$ cat src/rtl/beta_mem_arb.sv
// Round-robin arbiter sharing one single-ported memory between the beta core's fetch and data ports.
// Optional watchdog enabled by defining ARB_TIMEOUT_EN.
module beta_mem_arb #(
    parameter int              AW       = 32,
    parameter int              DW       = 32,
    parameter int              TIMEOUT  = 16,
    parameter logic [DW-1:0]   ERR_DATA = 32'hDEADBEEF
) (
    input  logic          clk,
    input  logic          reset,
    input  logic          i_req,
    input  logic [AW-1:0] i_addr,
    output logic          i_gnt,
    output logic          i_rvalid,
    output logic [DW-1:0] i_rdata,
    input  logic          d_req,
    input  logic          d_we,
    input  logic [AW-1:0] d_addr,
    input  logic [DW-1:0] d_wdata,
    output logic          d_gnt,
    output logic          d_rvalid,
    output logic [DW-1:0] d_rdata,
    output logic          m_req,
    output logic          m_we,
    output logic [AW-1:0] m_addr,
    output logic [DW-1:0] m_wdata,
    input  logic          m_ack,
    input  logic [DW-1:0] m_rdata,
    output logic          busy,
    output logic          err
);

    typedef enum logic [1:0] {
        ST_IDLE   = 2'd0,
        ST_BUSY_I = 2'd1,
        ST_BUSY_D = 2'd2
    } state_t;

    state_t        state_r;
    state_t        state_s;
    logic          last_d_r;
    logic          grant_i_s;
    logic          grant_d_s;
    logic          timeout_s;
    logic          m_req_r;
    logic          m_we_r;
    logic [AW-1:0] m_addr_r;
    logic [DW-1:0] m_wdata_r;
    logic          i_rvalid_r;
    logic          d_rvalid_r;
    logic [DW-1:0] i_rdata_r;
    logic [DW-1:0] d_rdata_r;
    logic          err_r;

`ifdef ARB_TIMEOUT_EN
    localparam int CW = $clog2(TIMEOUT + 1);
    logic [CW-1:0] cnt_r;

    // Watchdog fires on the TIMEOUT-th busy cycle without an ack; an ack in that cycle wins.
    always_comb begin
        timeout_s = 1'b0;
        if ((state_r != ST_IDLE) && !m_ack && (cnt_r == CW'(TIMEOUT - 1))) begin
            timeout_s = 1'b1;
        end else begin
            timeout_s = 1'b0;
        end
    end

    // Busy-cycle counter, cleared at grant.
    always_ff @(posedge clk or negedge reset) begin
        if (!reset) begin
            cnt_r <= {CW{1'b0}};
        end else if (grant_i_s || grant_d_s) begin
            cnt_r <= {CW{1'b0}};
        end else if ((state_r != ST_IDLE) && !m_ack) begin
            cnt_r <= cnt_r + {{(CW-1){1'b0}}, 1'b1};
        end else begin
            cnt_r <= cnt_r;
        end
    end
`else
    assign timeout_s = 1'b0;
`endif

    // Next-state and grant logic; fetch wins a tie unless it owned the memory last.
    always_comb begin
        state_s   = state_r;
        grant_i_s = 1'b0;
        grant_d_s = 1'b0;
        case (state_r)
            ST_IDLE: begin
                if (i_req && (!d_req || last_d_r)) begin
                    grant_i_s = 1'b1;
                    state_s   = ST_BUSY_I;
                end else if (d_req) begin
                    grant_d_s = 1'b1;
                    state_s   = ST_BUSY_D;
                end else begin
                    state_s   = ST_IDLE;
                end
            end
            ST_BUSY_I, ST_BUSY_D: begin
                if (m_ack || timeout_s) begin
                    state_s = ST_IDLE;
                end else begin
                    state_s = state_r;
                end
            end
            default: begin
                state_s = ST_IDLE;
            end
        endcase
    end

    // State register and round-robin owner.
    always_ff @(posedge clk or negedge reset) begin
        if (!reset) begin
            state_r  <= ST_IDLE;
            last_d_r <= 1'b1;
        end else begin
            state_r <= state_s;
            if (grant_i_s) begin
                last_d_r <= 1'b0;
            end else if (grant_d_s) begin
                last_d_r <= 1'b1;
            end else begin
                last_d_r <= last_d_r;
            end
        end
    end

    // Memory-side request: operands captured at grant, held stable until completion.
    always_ff @(posedge clk or negedge reset) begin
        if (!reset) begin
            m_req_r   <= 1'b0;
            m_we_r    <= 1'b0;
            m_addr_r  <= {AW{1'b0}};
            m_wdata_r <= {DW{1'b0}};
        end else if (grant_i_s) begin
            m_req_r  <= 1'b1;
            m_we_r   <= 1'b0;
            m_addr_r <= i_addr;
        end else if (grant_d_s) begin
            m_req_r   <= 1'b1;
            m_we_r    <= d_we;
            m_addr_r  <= d_addr;
            m_wdata_r <= d_wdata;
        end else if ((state_r != ST_IDLE) && (m_ack || timeout_s)) begin
            m_req_r <= 1'b0;
            m_we_r  <= 1'b0;
        end else begin
            m_req_r <= m_req_r;
            m_we_r  <= m_we_r;
        end
    end

    // Response pulses and read-data capture; writes leave the rdata register untouched.
    always_ff @(posedge clk or negedge reset) begin
        if (!reset) begin
            i_rvalid_r <= 1'b0;
            d_rvalid_r <= 1'b0;
            i_rdata_r  <= {DW{1'b0}};
            d_rdata_r  <= {DW{1'b0}};
            err_r      <= 1'b0;
        end else begin
            i_rvalid_r <= 1'b0;
            d_rvalid_r <= 1'b0;
            err_r      <= 1'b0;
            if (state_r == ST_BUSY_I && m_ack) begin
                i_rvalid_r <= 1'b1;
                i_rdata_r  <= m_rdata;
            end else if (state_r == ST_BUSY_D && m_ack) begin
                d_rvalid_r <= 1'b1;
                if (!m_we_r) begin
                    d_rdata_r <= m_rdata;
                end else begin
                    d_rdata_r <= d_rdata_r;
                end
            end else if (state_r == ST_BUSY_I && timeout_s) begin
                i_rvalid_r <= 1'b1;
                i_rdata_r  <= ERR_DATA;
                err_r      <= 1'b1;
            end else if (state_r == ST_BUSY_D && timeout_s) begin
                d_rvalid_r <= 1'b1;
                d_rdata_r  <= ERR_DATA;
                err_r      <= 1'b1;
            end else begin
                i_rdata_r <= i_rdata_r;
                d_rdata_r <= d_rdata_r;
            end
        end
    end

    assign i_gnt    = grant_i_s;
    assign d_gnt    = grant_d_s;
    assign i_rvalid = i_rvalid_r;
    assign d_rvalid = d_rvalid_r;
    assign i_rdata  = i_rdata_r;
    assign d_rdata  = d_rdata_r;
    assign m_req    = m_req_r;
    assign m_we     = m_we_r;
    assign m_addr   = m_addr_r;
    assign m_wdata  = m_wdata_r;
    assign busy     = (state_r != ST_IDLE);
    assign err      = err_r;

endmodule
$ cat config.mk
export PLATFORM = sky130hd
export DESIGN_NAME = beta_mem_arb
export DESIGN_NICKNAME = d
export VERILOG_FILES = /design/src/rtl/beta_mem_arb.sv
export SDC_FILE = /design/constraint.sdc
export NUM_CORES = 1
export LEC_CHECK = 0
export CAP_MARGIN = 25
export CORE_UTILIZATION = 35
export CTS_CLUSTER_DIAMETER = 40
export DETAILED_ROUTE_END_ITERATION = 8
export GPL_TIMING_DRIVEN = 0
export PLACE_DENSITY = 0.75
export SYNTH_ARGS = -nofsm -noshare
export SYNTH_HDL_FRONTEND = slang
export SYNTH_SLANG_ARGS = --single-unit
$ cat constraint.sdc
create_clock -name clk -period 2.1 [get_ports clk]
set_clock_uncertainty 0.15 [all_clocks]
set_input_delay 0.42 -clock clk [delete_from_list [all_inputs] [get_ports clk]]
set_output_delay 0.42 -clock clk [all_outputs]
set_load 0.005 [all_outputs]
Yosys cells after proc, flatten, opt, wreduce, memory -nomap -nowiden
Index checks and enable logic that the tools add are counted.

Reduce and logical (&&, ||, !) cells: 13. Muxes and demuxes: 21. Bitwise operators: 3. Eq/ne operators: 3.

Operators by type and width (number): $mux W32 (2); $mux W1 (15); $mux W2 (3); $logic_and A1 B1 Y1 (4); $pmux W2 S2 (1); $reduce_bool A2 Y1 (2); $not A1 Y1 (3); $reduce_and A3 Y1 (1); $reduce_bool A3 Y1 (1); $eq A2 B1 Y1 const B (1); $eq A2 B2 Y1 const B (1); $logic_not A2 Y1 (1); $ne A2 B2 Y1 const B (1); $reduce_and A2 Y1 (1); $reduce_or A2 Y1 (1); $logic_not A1 Y1 (1); $logic_or A1 B1 Y1 (1).

Logic and storage cells: 50. Register bits: 135. Input bits: 134.

Depth between registers and ports, before layout
Gate-level depths: netlist (run 1).

Depth after elaboration: 7. Mapped depth: 8. Depth with buffers taken out: 6.

Worst setup path after synthesis (run 1)
No wires, ideal clock.

Kind: reg2out. Start: register state_r[0]. End: output i_gnt. Arrival: 1257 ps. Stages on the path, launching flop included: 8. Required time: 1530 ps. Path buffers: 2. Path slack: 273 ps. Cells stage by stage: dfrtp_1 -> inv_1 -> ha_1 -> nand2_1 -> a21o_1 -> buf_4 -> buf_6 -> inv_1.

Cells in the longest elaborated chain, start to end: 2.

RTL lines: start: declaration (line 39) `state_t state_r;`; start signal: assignment (line 121) `state_r <= state_s;`; $logic_not A2 Y1 (line 90) `case (state_r)`; $mux W1 (line 90); end: declaration (line 13) `output logic i_gnt,`.

Every way passes these cells.

Final worst setup path (run 1)
Start: register state_r[1]. End: output i_gnt.

Same word-level chain as after synthesis.

==> impl_results.md, run 1 <==
* CP max stage delay at 0.41 ns
* Setup ws final at 0.05435 ns
* First-iteration detailed-routing DRC count at 73
* Syn_area_per_cell at 16.88 sq um
* HPWL after DPL at 11,050 microns
* Die X at 130.1 microns
* Mapped Cells at 340
* Final setup viols at 0
* I/O pin count at 270
* Vias in the first global route at 4,354
* Leakage power at 4.179 nW
* CTS buffer count at 17
* CTS tree: yes
* Min Hold Slack at 0.3370 ns
* Total global-route track usage at 18.11%
* Synth unique cells at 24
* Ant. Diodes at 0
* # rows at 46
* Pre-CTS setup slack at -0.6470 ns
* Largest net degree at the start of global routing at 80
* Router iterations before antenna repair at 4
* Initial core utilization at 36.00%
* Slew margin rel. at 63.95%
* Cell area after synthesis at 5739 sq um
* Worst R2R Start: state_r[1]
* Final period util at 97.41%
* Vias per Instance at 4.556
* Total number of vias at 3,955
* Critical Path Stages at 6
* R2r worst-path depth at 8
* Root Buffer Master: clkbuf_16
* Critical path fanouts, max at 3
* Worst Path Required at 1.53 ns
* Clock sink count at 135
* Max-slew violation count at 0
* Overall die height at 130.1 microns
* Core Region at 15,940 sq um
* Worst Setup SP: state_r[1]
* Clk buf depth at 2
* CP Class: reg2out
* Die ar. at 16,910 sq um
* Worst-margin pin slew at 0.5407 ns
* End of the worst register-to-register path: m_addr[18]
* First-pass GRT wire length at 22,790 microns
* Worst hold path class: reg2reg
* Unrepaired setup endpoints after global routing: yes
* Critical Path End Type: output port
* Max cap viols at 0
* Antenna violations before repair at 0
* Setup TNS at 0 ns
* Area growth syn-to-layout at 66.32%
* Worst setup path endpoint: i_gnt
* Hold Vio Cnt, Final at 0
* Worst skew pair latency at 0.41 ns
* CP arrival at 1.48 ns
* Clock Pin Slew Worst Setup and Hold Paths at 0.06 ns
* Status: finished, final reports clean
* Startpoint Class: register
* H-tree depth at 4
* DRC at 0
* GPL Wtd Cong at 0.7160
* Syn nets at 477
* Worst Path Buf+Inv at 3
* Max Fclk at 0.4888 GHz
* Post-route ant nets at 0
* DR WL/cell at 17.09 microns
* IO buf count at 268
* Layout Nets at 776
* Minimum clock period at 2.046 ns
* Critical-path top delay cell: dfrtp_1
* Power Dens Cells at 1515 nW/um^2
* Seq/Total Area, Yosys at 58.88%
* Top delay family on crit path: flip-flops
* Congestion Overflow GR at 0
* Worst-path cell chain: inv_2 > ha_4 > nand2_2 > a21o_1 > inv_4 > buf_6
* Synth warn at 0
* Layout cells sized above 1 at 35.43%
* Worst vdd ir at 0.0007687 V
* Reg2Reg Setup Slack at 0.07 ns
* WL final at 14,830 microns
* #FFs+latches synth at 135
## per-stage QoR
stage	instance area (sq um)	instances	util, %	total power, W
floorplan	5739	340	-	0.007344
global placement	8692	824	54.52	0.01068
detailed placement	8721	825	54.70	0.01091
CTS	9522	864	59.72	0.01463
global route	9545	868	59.87	0.01526
finish	9545	868	59.87	0.01446
## cells in the mapped netlist
library cell,n,area share [%]
dfrtp_1,134,58
mux2_2,100,20
mux2_4,57,15
buf_6,9,1.8
inv_1,7,0.46
buf_4,5,0.65
mux2_1,4,0.78
nand2_1,4,0.26
buf_2,3,0.26
ha_1,3,0.65
a21o_1,1,0.13
a21oi_1,1,0.087
a21oi_4,1,0.28
a32o_1,1,0.17
conb_1,1,0.065
dfstp_2,1,0.46
mux2i_1,1,0.17
nand2_4,1,0.20
nand2b_1,1,0.11
nor2_1,1,0.065
nor3_1,1,0.087
nor3_2,1,0.17
o21ai_0,1,0.087
o22ai_1,1,0.11
## final cells by class
cell class / count / area [sq um]
Clock inverter: 10 / 212.7
Inverter: 7 / 28.78
Buffer: 14 / 137.6
Sequential cell: 135 / 3379
Multi-Input combinational cell: 181 / 2212
Fill cell: 1227 / 6397
Clock buffer: 22 / 494.2
Timing Repair Buffer: 283 / 2810
Tap cell: 216 / 270.3
## worst reg2reg max path, cell delays in order, from the launching register on
cell	delay (ns)
dfrtp_1	0.41
inv_2	0.09
ha_4	0.18
nand2_8	0.06
buf_4	0.14
buf_4	0.16
buf_6	0.17
mux2_4	0.31
mux2_4	0.26
## worst min path at each step
stage                          start          end  slack [ns]  cells past startpoint
final                     m_wdata[9]   m_wdata[9]        0.34                      1
after global placement    m_wdata[9]   m_wdata[9]        0.32                      1
after CTS                 m_wdata[9]   m_wdata[9]        0.34                      1
after global routing      m_wdata[9]   m_wdata[9]        0.35                      1
after detailed placement       reset  d_rdata[12]        0.27                      1
after floorplan                reset   d_rdata[0]       -0.03                      0
## registers in the layout (all words and copies together) (netlist names)
| name | flops |
|---|---|
| d_rdata | 32 |
| i_rdata | 32 |
| m_addr | 32 |
| m_wdata | 32 |
| state_r | 2 |
| d_rvalid | 1 |
| i_rvalid | 1 |
| last_d_r | 1 |
| m_req | 1 |
| m_we | 1 |
## cells in the final DEF, fill, tap and decap left out, drive strengths merged
master,n
clkdlybuf4s50,264
mux2,161
dfrtp,134
buf,31
clkbuf,23
inv,8
bufinv,6
nand2,5
ha,3
clkinvlp,2
a21oi,2
nor3,2
a21o,1
nor2,1
nand2b,1
mux2i,1
o22ai,1
o21ai,1
a32o,1
conb,1
clkinv,1
dlygate4sd3,1
dfstp,1
## cells by family after synthesis
| group | after synthesis | share of synthesized area [%] |
|---|---|---|
| simple gates | 9 | 0.8937 |
| fa+ha+maj | 3 | 0.6541 |
| buf+inv | 24 | 3.139 |
| other cells | 1 | 0.06534 |
| compound gates | 6 | 0.8721 |
| mux | 162 | 35.49 |
| flops | 135 | 58.88 |
## timing repair
action,4_1_cts,5_1_grt
gates resized for setup,24,6
setup endpoints to repair,3,80
pin swaps,1,2
setup buffers,7,6
hold buffers,1,0
hold endpoints to repair,56,0
## power by group
| group | total (W) | switching [W] | leakage [nW] | internal (W) |
|---|---|---|---|---|
| combinational | 0.00632 | 0.00189 | 2.24 | 0.00443 |
| clock | 0.00349 | 0.00110 | 0.339 | 0.00239 |
| sequential | 0.00465 | 0.000715 | 1.60 | 0.00393 |
## routing by layer
layer	vias to the layer above	track usage [%]	routed length (microns)
met4	0	6.635	227
met2	169	32.48	7810
met1	1969	19.48	5754
li1	1801	-	-
met5	-	0	0
met3	16	6.560	1042
Note: power is estimated with default switching activity, not from simulation.
==> run 2: changes to the inputs <==
--- a/config.mk
+++ b/config.mk
@@ -6,6 +6,7 @@
 export NUM_CORES = 1
 export LEC_CHECK = 0
 export CAP_MARGIN = 25
+export CORE_ASPECT_RATIO = 1.4
 export CORE_UTILIZATION = 35
 export CTS_CLUSTER_DIAMETER = 40
 export DETAILED_ROUTE_END_ITERATION = 8
==> constraint.sdc (replaced) <==
create_clock -name clk -period 2.4 [get_ports clk]
set_clock_uncertainty 0.15 [all_clocks]
set_input_delay 0.48 -clock clk [delete_from_list [all_inputs] [get_ports clk]]
set_output_delay 0.48 -clock clk [all_outputs]
set_load 0.005 [all_outputs]
==> impl_results.md, run 2 (synthesis results as in run 1) <==
* First-pass GRT wire length at 23,230 microns (was 22,790 microns)
* Worst Path Required at 1.77 ns (was 1.53 ns)
* Hold Vio Cnt, Final at 0 (unchanged)
* Root Buffer Master: clkbuf_16 (unchanged)
* Final period util at 96.62%
* H-tree depth at 4 (unchanged)
* # fillers at 1,316 (was 1,227)
* Worst hold path class: reg2reg (unchanged)
* Worst-margin pin slew at 0.6358 ns (was 0.5407 ns)
* Ant. Diodes at 0 (unchanged)
* Unrepaired setup endpoints after global routing: no (was yes)
* CTS tree: yes (unchanged)
* Clk buf depth at 2 (unchanged)
* Status: finished, final reports clean (unchanged)
* DR WL/cell at 17.55 microns (was 17.09 microns)
* Clock sink count at 135 (unchanged)
* Critical path fanouts, max at 7 (was 3)
* Startpoint Class: register (unchanged)
* GPL Wtd Cong at 0.7562 (was 0.7160)
* Total global-route track usage at 18.17% (was 18.11%)
* HPWL after DPL at 11,210 microns (was 11,050 microns)
* Congestion Overflow GR at 0 (unchanged)
* Antenna violations before repair at 0 (unchanged)
* Vias in the first global route at 4,422 (was 4,354)
* Slew margin rel. at 57.61% (was 63.95%)
* I/O pin count at 270 (unchanged)
* Leading cell type in the layout, fill and taps excluded: clkdlybuf4s50_1 (unchanged)
* Initial core utilization at 35.64% (was 36.00%)
* Largest net degree at the start of global routing at 69 (was 80)
* Power Dens Cells at 1314 nW/um^2 (was 1515 nW/um^2)
* Post-route ant nets at 0 (unchanged)
* Max-slew violation count at 0 (unchanged)
* Area growth syn-to-layout at 64.92% (was 66.32%)
* WL final at 14,940 microns (was 14,830 microns)
* Total number of vias at 3,985 (was 3,955)
* Leakage power at 4.162 nW (was 4.179 nW)
* Critical Path End Type: output port (unchanged)
* Router iterations before antenna repair at 6 (was 4)
* Clock Pin Slew Worst Setup and Hold Paths at 0.06 ns (about the same)
* Layout Nets at 776 (unchanged)
* Die X at 110.2 microns (was 130.1 microns)
* Worst vdd ir at 0.0007083 V (was 0.0007687 V)
* Layout cells sized above 1 at 34.82% (was 35.43%)
* Vias per Instance at 4.683 (was 4.556)
* Setup TNS at 0 ns (unchanged)
* Total power at 0.01244 W (was 0.01446 W)
* CP arrival at 1.69 ns (was 1.48 ns)
* Final setup viols at 0 (unchanged)
* # rows at 55 (was 46)
* CP Class: reg2out (unchanged)
* Max cap viols at 0 (unchanged)
* First-iteration detailed-routing DRC count at 89 (was 73)
* Overall die height at 153.5 microns (was 130.1 microns)
* Minimum clock period at 2.319 ns
* DRC at 0 (unchanged)
* Core Region at 16,100 sq um (was 15,940 sq um)
* Most frequent cells in the layout: 262 x clkdlybuf4s50_1, 134 x dfrtp_1, 100 x mux2_2 (was 264 x clkdlybuf4s50_1, 134 x dfrtp_1, 100 x mux2_2)
* IO buf count at 268 (unchanged)
* CTS buffer count at 17 (unchanged)
* Die ar. at 16,920 sq um (was 16,910 sq um)
* Max Fclk at 0.4312 GHz
* Worst skew pair latency at 0.41 ns (about the same)
==> run 2: area by class of cell <==
class,instances,area (sq um),area share [%]
Sequential cell,135,3379,35.70
Timing Repair Buffer,281,2805,29.64
Multi-Input combinational cell,181,2201,23.25
Clock buffer,19,452.9,4.785
Tap cell,199,249.0,2.631
Clock inverter,13,192.7,2.036
Buffer,16,158.9,1.679
Inverter,7,26.28,0.2776
==> run 2: power breakdown <==
group          switching [W]  internal, W
registers           0.000621      0.00344
clock network        0.00102      0.00181
logic                0.00165      0.00390
==> run 2: path summary, 6_finish.rpt <==
kind	from	endpoint	slack (ns)	cells past startpoint
max	state_r[0]	d_gnt	0.08	7
min	m_wdata[7]	m_wdata[7]	0.35	1
max reg2reg	state_r[0]	d_rdata[3]	0.37	5
min reg2reg	m_wdata[7]	m_wdata[7]	0.35	1
max in group asynchronous	reset	last_d_r	0.79	3
min in group asynchronous	reset	d_rdata[28]	0.50	2
==> run 2: per-layer routing <==
metal | up-vias | part of all wire, % | global-route usage [%]
met5 | - | 0 | 0
met4 | 0 | 2.2 | 6.767
met3 | 26 | 7.2 | 6.189
met2 | 167 | 56 | 33.18
met1 | 1998 | 35 | 18.69
li1 | 1794 | - | -
==> run 2: per-stage QoR <==
stage	hold WS, ns	instances	worst slack [ns]	util (%)	area, sq um
6_report	0.3450	851	0.08104	58.78	9465
5_1_grt	0.3581	851	0.0005246	58.78	9465
4_1_cts	0.3463	845	0.01298	58.44	9410
3_5_place_dp	0.3326	808	-0.5533	54.02	8700
3_3_place_gp	0.3222	807	-4.479	53.85	8671
2_1_floorplan	0.03441	340	0.5128	-	5739
==> run 2: what timing repair did <==
| action | 4_1_cts | 5_1_grt |
|---|---|---|
| hold buffers | 1 | 0 |
| resized for setup | 15 | 4 |
| pin swaps | 1 | 1 |
| endpoints found under the setup margin | 3 | 2 |
| setup buffers | 5 | 6 |
| hold endpoints to repair | 67 | 0 |
==> run 2: worst max-delay path, cell delays in order (launching register included) <==
cell and delay (ns):
dfrtp_1 0.38, inv_2 0.08, ha_4 0.15, buf_6 0.11, nand2_8 0.08, a21oi_4 0.16
buf_8 0.12, clkdlybuf4s15_1 0.19
==> run 3: changes to the inputs <==
--- a/config.mk
+++ b/config.mk
@@ -12,6 +12,7 @@
 export DETAILED_ROUTE_END_ITERATION = 8
 export GPL_TIMING_DRIVEN = 0
 export PLACE_DENSITY = 0.75
+export SKIP_CTS_REPAIR_TIMING = 1
 export SYNTH_ARGS = -nofsm -noshare
 export SYNTH_HDL_FRONTEND = slang
 export SYNTH_SLANG_ARGS = --single-unit
==> impl_results.md, run 3 (synthesis results as in run 1) <==
* CTS buffer count at 17 (unchanged)
* Vias in the first global route at 4,391 (was 4,422)
* Final period util at 96.09% (was 96.62%)
* GPL Wtd Cong at 0.7562 (unchanged)
* Worst vdd ir at 0.0007101 V (was 0.0007083 V)
* Critical Path End Type: output port (unchanged)
* HPWL after DPL at 11,210 microns (unchanged)
* Layout Nets at 772 (was 776)
* First-pass GRT wire length at 22,960 microns (was 23,230 microns)
* Area growth syn-to-layout at 64.38% (was 64.92%)
* Pre-CTS setup slack at -0.5533 ns (unchanged)
* WHS Path Cells at 1 (unchanged)
* Clock sink count at 135 (unchanged)
* I/O pin count at 270 (unchanged)
* Max Fclk at 0.4336 GHz (was 0.4312 GHz)
* Max-slew violation count at 0 (unchanged)
* # rows at 55 (unchanged)
* Clk buf depth at 2 (unchanged)
* Layout cells sized above 1 at 34.41% (was 34.82%)
* CP Class: in2out (was reg2out)
* Ant. Diodes at 0 (unchanged)
* DRC at 0 (unchanged)
* Worst skew pair latency at 0.41 ns (about the same)
* R2r worst-path depth at 5 (unchanged)
* Leading cell type in the layout, fill and taps excluded: clkdlybuf4s50_1 (unchanged)
* Vias per Instance at 4.672 (was 4.683)
* Critical path fanouts, max at 16 (was 7)
* Initial core utilization at 35.64% (unchanged)
* Die ar. at 16,920 sq um (unchanged)
* Die X at 110.2 microns (unchanged)
* Congestion Overflow GR at 0 (unchanged)
* Antenna violations before repair at 0 (unchanged)
* Final setup viols at 0 (unchanged)
* Startpoint Class: input port (was register)
* Power Dens Cells at 1313 nW/um^2 (was 1314 nW/um^2)
* Worst Path Required at 1.77 ns (about the same)
* DR WL/cell at 17.40 microns (was 17.55 microns)
* CP arrival at 1.68 ns (was 1.69 ns)
* Max cap viols at 0 (unchanged)
* Router iterations before antenna repair at 4 (was 6)
* IO buf count at 268 (unchanged)
* Unrepaired setup endpoints after global routing: no (unchanged)
* Overall die height at 153.5 microns (unchanged)
* Post-route ant nets at 0 (unchanged)
* Most frequent cells in the layout: 264 x clkdlybuf4s50_1, 134 x dfrtp_1, 100 x mux2_2 (was 262 x clkdlybuf4s50_1, 134 x dfrtp_1, 100 x mux2_2)
* Worst-margin pin slew at 0.6403 ns (was 0.6358 ns)
* Status: finished, final reports clean (unchanged)
* Setup ws final at 0.09391 ns (was 0.08104 ns)
* WL final at 14,740 microns (was 14,940 microns)
* Minimum clock period at 2.306 ns (was 2.319 ns)
* H-tree depth at 4 (unchanged)
* Leakage power at 4.162 nW (about the same)
* Slew margin rel. at 57.31% (was 57.61%)
* Hold Vio Cnt, Final at 0 (unchanged)
* Clock Pin Slew Worst Setup and Hold Paths at 0.06 ns (about the same)
* Core Region at 16,100 sq um (unchanged)
* Largest net degree at the start of global routing at 69 (unchanged)
* Total global-route track usage at 17.92% (was 18.17%)
* Total number of vias at 3,957 (was 3,985)
* Root Buffer Master: clkbuf_16 (unchanged)
* First-iteration detailed-routing DRC count at 115 (was 89)
* Total power at 0.01239 W (was 0.01244 W)
* CTS tree: yes (unchanged)
* Worst hold path class: reg2reg (unchanged)
==> run 3: path summary, 6_finish.rpt <==
kind | from | end | slack, ns
max | i_req | i_gnt | 0.09
min in group asynchronous | reset | d_rdata[28] | 0.50
min | m_wdata[7] | m_wdata[7] | 0.35
max in group asynchronous | reset | last_d_r | 0.80
min reg2reg | m_wdata[7] | m_wdata[7] | 0.35
max reg2reg | state_r[0] | d_rdata[3] | 0.37
==> run 3: worst max-delay path, cell delays in order <==
cell	delay [ns]
clkdlybuf4s50_1	0.57
nand2_1	0.09
a21o_1	0.19
buf_12	0.17
inv_2	0.06
clkbuf_2	0.12
==> run 3: layout make-up <==
| class | count | area (sq um) |
|---|---|---|
| Fill cell | 1318 | 6669 |
| Sequential cell | 135 | 3379 |
| Timing Repair Buffer | 277 | 2774 |
| Multi-Input combinational cell | 181 | 2201 |
| Clock buffer | 19 | 452.9 |
| Tap cell | 199 | 249.0 |
| Clock inverter | 13 | 192.7 |
| Buffer | 16 | 158.9 |
| Inverter | 7 | 26.28 |
==> run 3: through the flow <==
step / hold slack (ns) / TNS, ns / instance area [sq um] / utilization, % / instances
6_report: 0.3453 / 0 / 9434 / 58.59 / 847
2_1_floorplan: 0.03441 / 0 / 5739 / - / 340
4_1_cts: -0.06730 / -1.374 / 9345 / 58.03 / 840
5_1_grt: 0.3581 / 0 / 9434 / 58.59 / 847
3_5_place_dp: 0.3326 / -1.534 / 8700 / 54.02 / 808
3_3_place_gp: 0.3222 / -602.36 / 8671 / 53.85 / 807
==> run 3: where the power goes <==
group | internal (W) | switching (W)
Combinational | 0.00387 | 0.00162
Sequential | 0.00344 | 0.000622
Clock | 0.00181 | 0.00102
==> run 3: metal layers <==
metal	global-route usage (%)	part of all wire, %	vias up
met5	0	0	-
met4	6.767	2.2	0
met3	6.401	7.5	26
met2	32.41	55	169
met1	18.47	35	1979
li1	-	-	1783
==> RTL edit, RTL diff (config.mk and constraints of run 3) <==
Encoding of `state_t`: now one-hot (3 bits for 3 states).
--- a/src/rtl/beta_mem_arb.sv
+++ b/src/rtl/beta_mem_arb.sv
@@ -32,6 +32,6 @@
 
-    typedef enum logic [1:0] {
-        ST_IDLE   = 2'd0,
-        ST_BUSY_I = 2'd1,
-        ST_BUSY_D = 2'd2
+    typedef enum logic [2:0] {
+        ST_IDLE   = 3'b001,
+        ST_BUSY_I = 3'b010,
+        ST_BUSY_D = 3'b100
     } state_t;
Formal check against the unedited RTL: no difference found for any inputs over 4 cycles, from zero or initial values and one cycle with reset low; so few cycles prove little.
==> RTL edit against run 3 <==
- the run now ends with negative setup slack left
- via count grew 9.0%
- final area shrank 3.4%
- wire length grew 3.7%
- area after synthesis shrank 5.7%
- utilization grew 1.9 points
- count of clock-buffer cells in the layout is the same
- power shrank 2.4%
- sequential cell count grew 1
- worst setup slack lost 0.098 ns
- sequential power is essentially flat
- clock power grew 5%
- first-iteration DRC count shrank 13%
==> RTL edit: results (changes against run 3) <==
final setup fails=1 (+1); Cell Area, Placed=8352 µm² (-4.0%); Critical Path Fanout Max=8 (-8); Clk power=2.97 mW (+5%); Slowest-stage cell, CP=dfstp_2; layout cells sized above 1=0.2333 (-0.1108); Setup TNS=-0.004159 ns (-0.004159 ns); synth top area cells=dfrtp_1 62%, mux2_2 20%, a221o_1 5.9%; PortBufs=267 (-0.37%); Critical R2R Launch=state_r[0]$_DFFE_PN1P_; Leak Pwr=3.853 nW (-7.4%); global-route wire length before repair=24.10 mm (+5.0%); combinational power=5.05 mW (-8.0%); DR vias=4314 (+9.0%); final hold slack=0.3407 ns (-0.004514 ns); crit-path leading delay family=flip-flops; Net Count, Synth=516 (+8.2%); Pint=8.734 mW (-4.2%); Clk pwr share=0.246 (+0.017); worst setup margin=-0.004159 ns (-0.09807 ns); Area growth syn-to-layout=68.39%; failing checks=negative setup slack; status=complete, but fails checks; Critical Path Source Type=flip-flop; vias in the first global route=4803 (+9.4%); gpl congestion=0.7970 (+5.4%); post-detail-place hpwl=11.52 mm (+2.8%); commonest cells in the netlist=134 x dfrtp_1, 94 x mux2_2, 36 x nand2_1
==> RTL edit: area by class of cell <==
cell class / instances / share of cell area
buffer: 30 / 0.01827
sequential: 136 / 0.3739
multi-input combinational: 214 / 0.2033
tap: 192 / 0.02637
inverter: 1 / 0.0004120
clock inverter: 13 / 0.02623
timing repair buffer: 277 / 0.3041
clock buffer: 19 / 0.04752
==> RTL edit: kinds of logic (layout without fill, tap and decap cells) <==
logic type / Yosys count / in the layout / share of synthesized area
DFF: 136 / 136 / 0.6295
muxes: 96 / 96 / 0.1998
xor gates and xnor gates: 1 / 1 / 0.001619
buffers and inverters: 32 / 340 / 0.03122
AOI/OAI and AO/OA: 38 / 38 / 0.06822
and+or+nand+nor: 78 / 78 / 0.06892
other: 1 / 1 / 0.0006931
==> RTL edit: metal layers <==
layer  vias to the layer above  wire, µm  global-route usage
li1                       1976         -                   -
met1                      2129      5505              0.2095
met2                       182      8319              0.3616
met3                        27      1103             0.05592
met4                         0       348             0.08219
met5                         -         0                   0
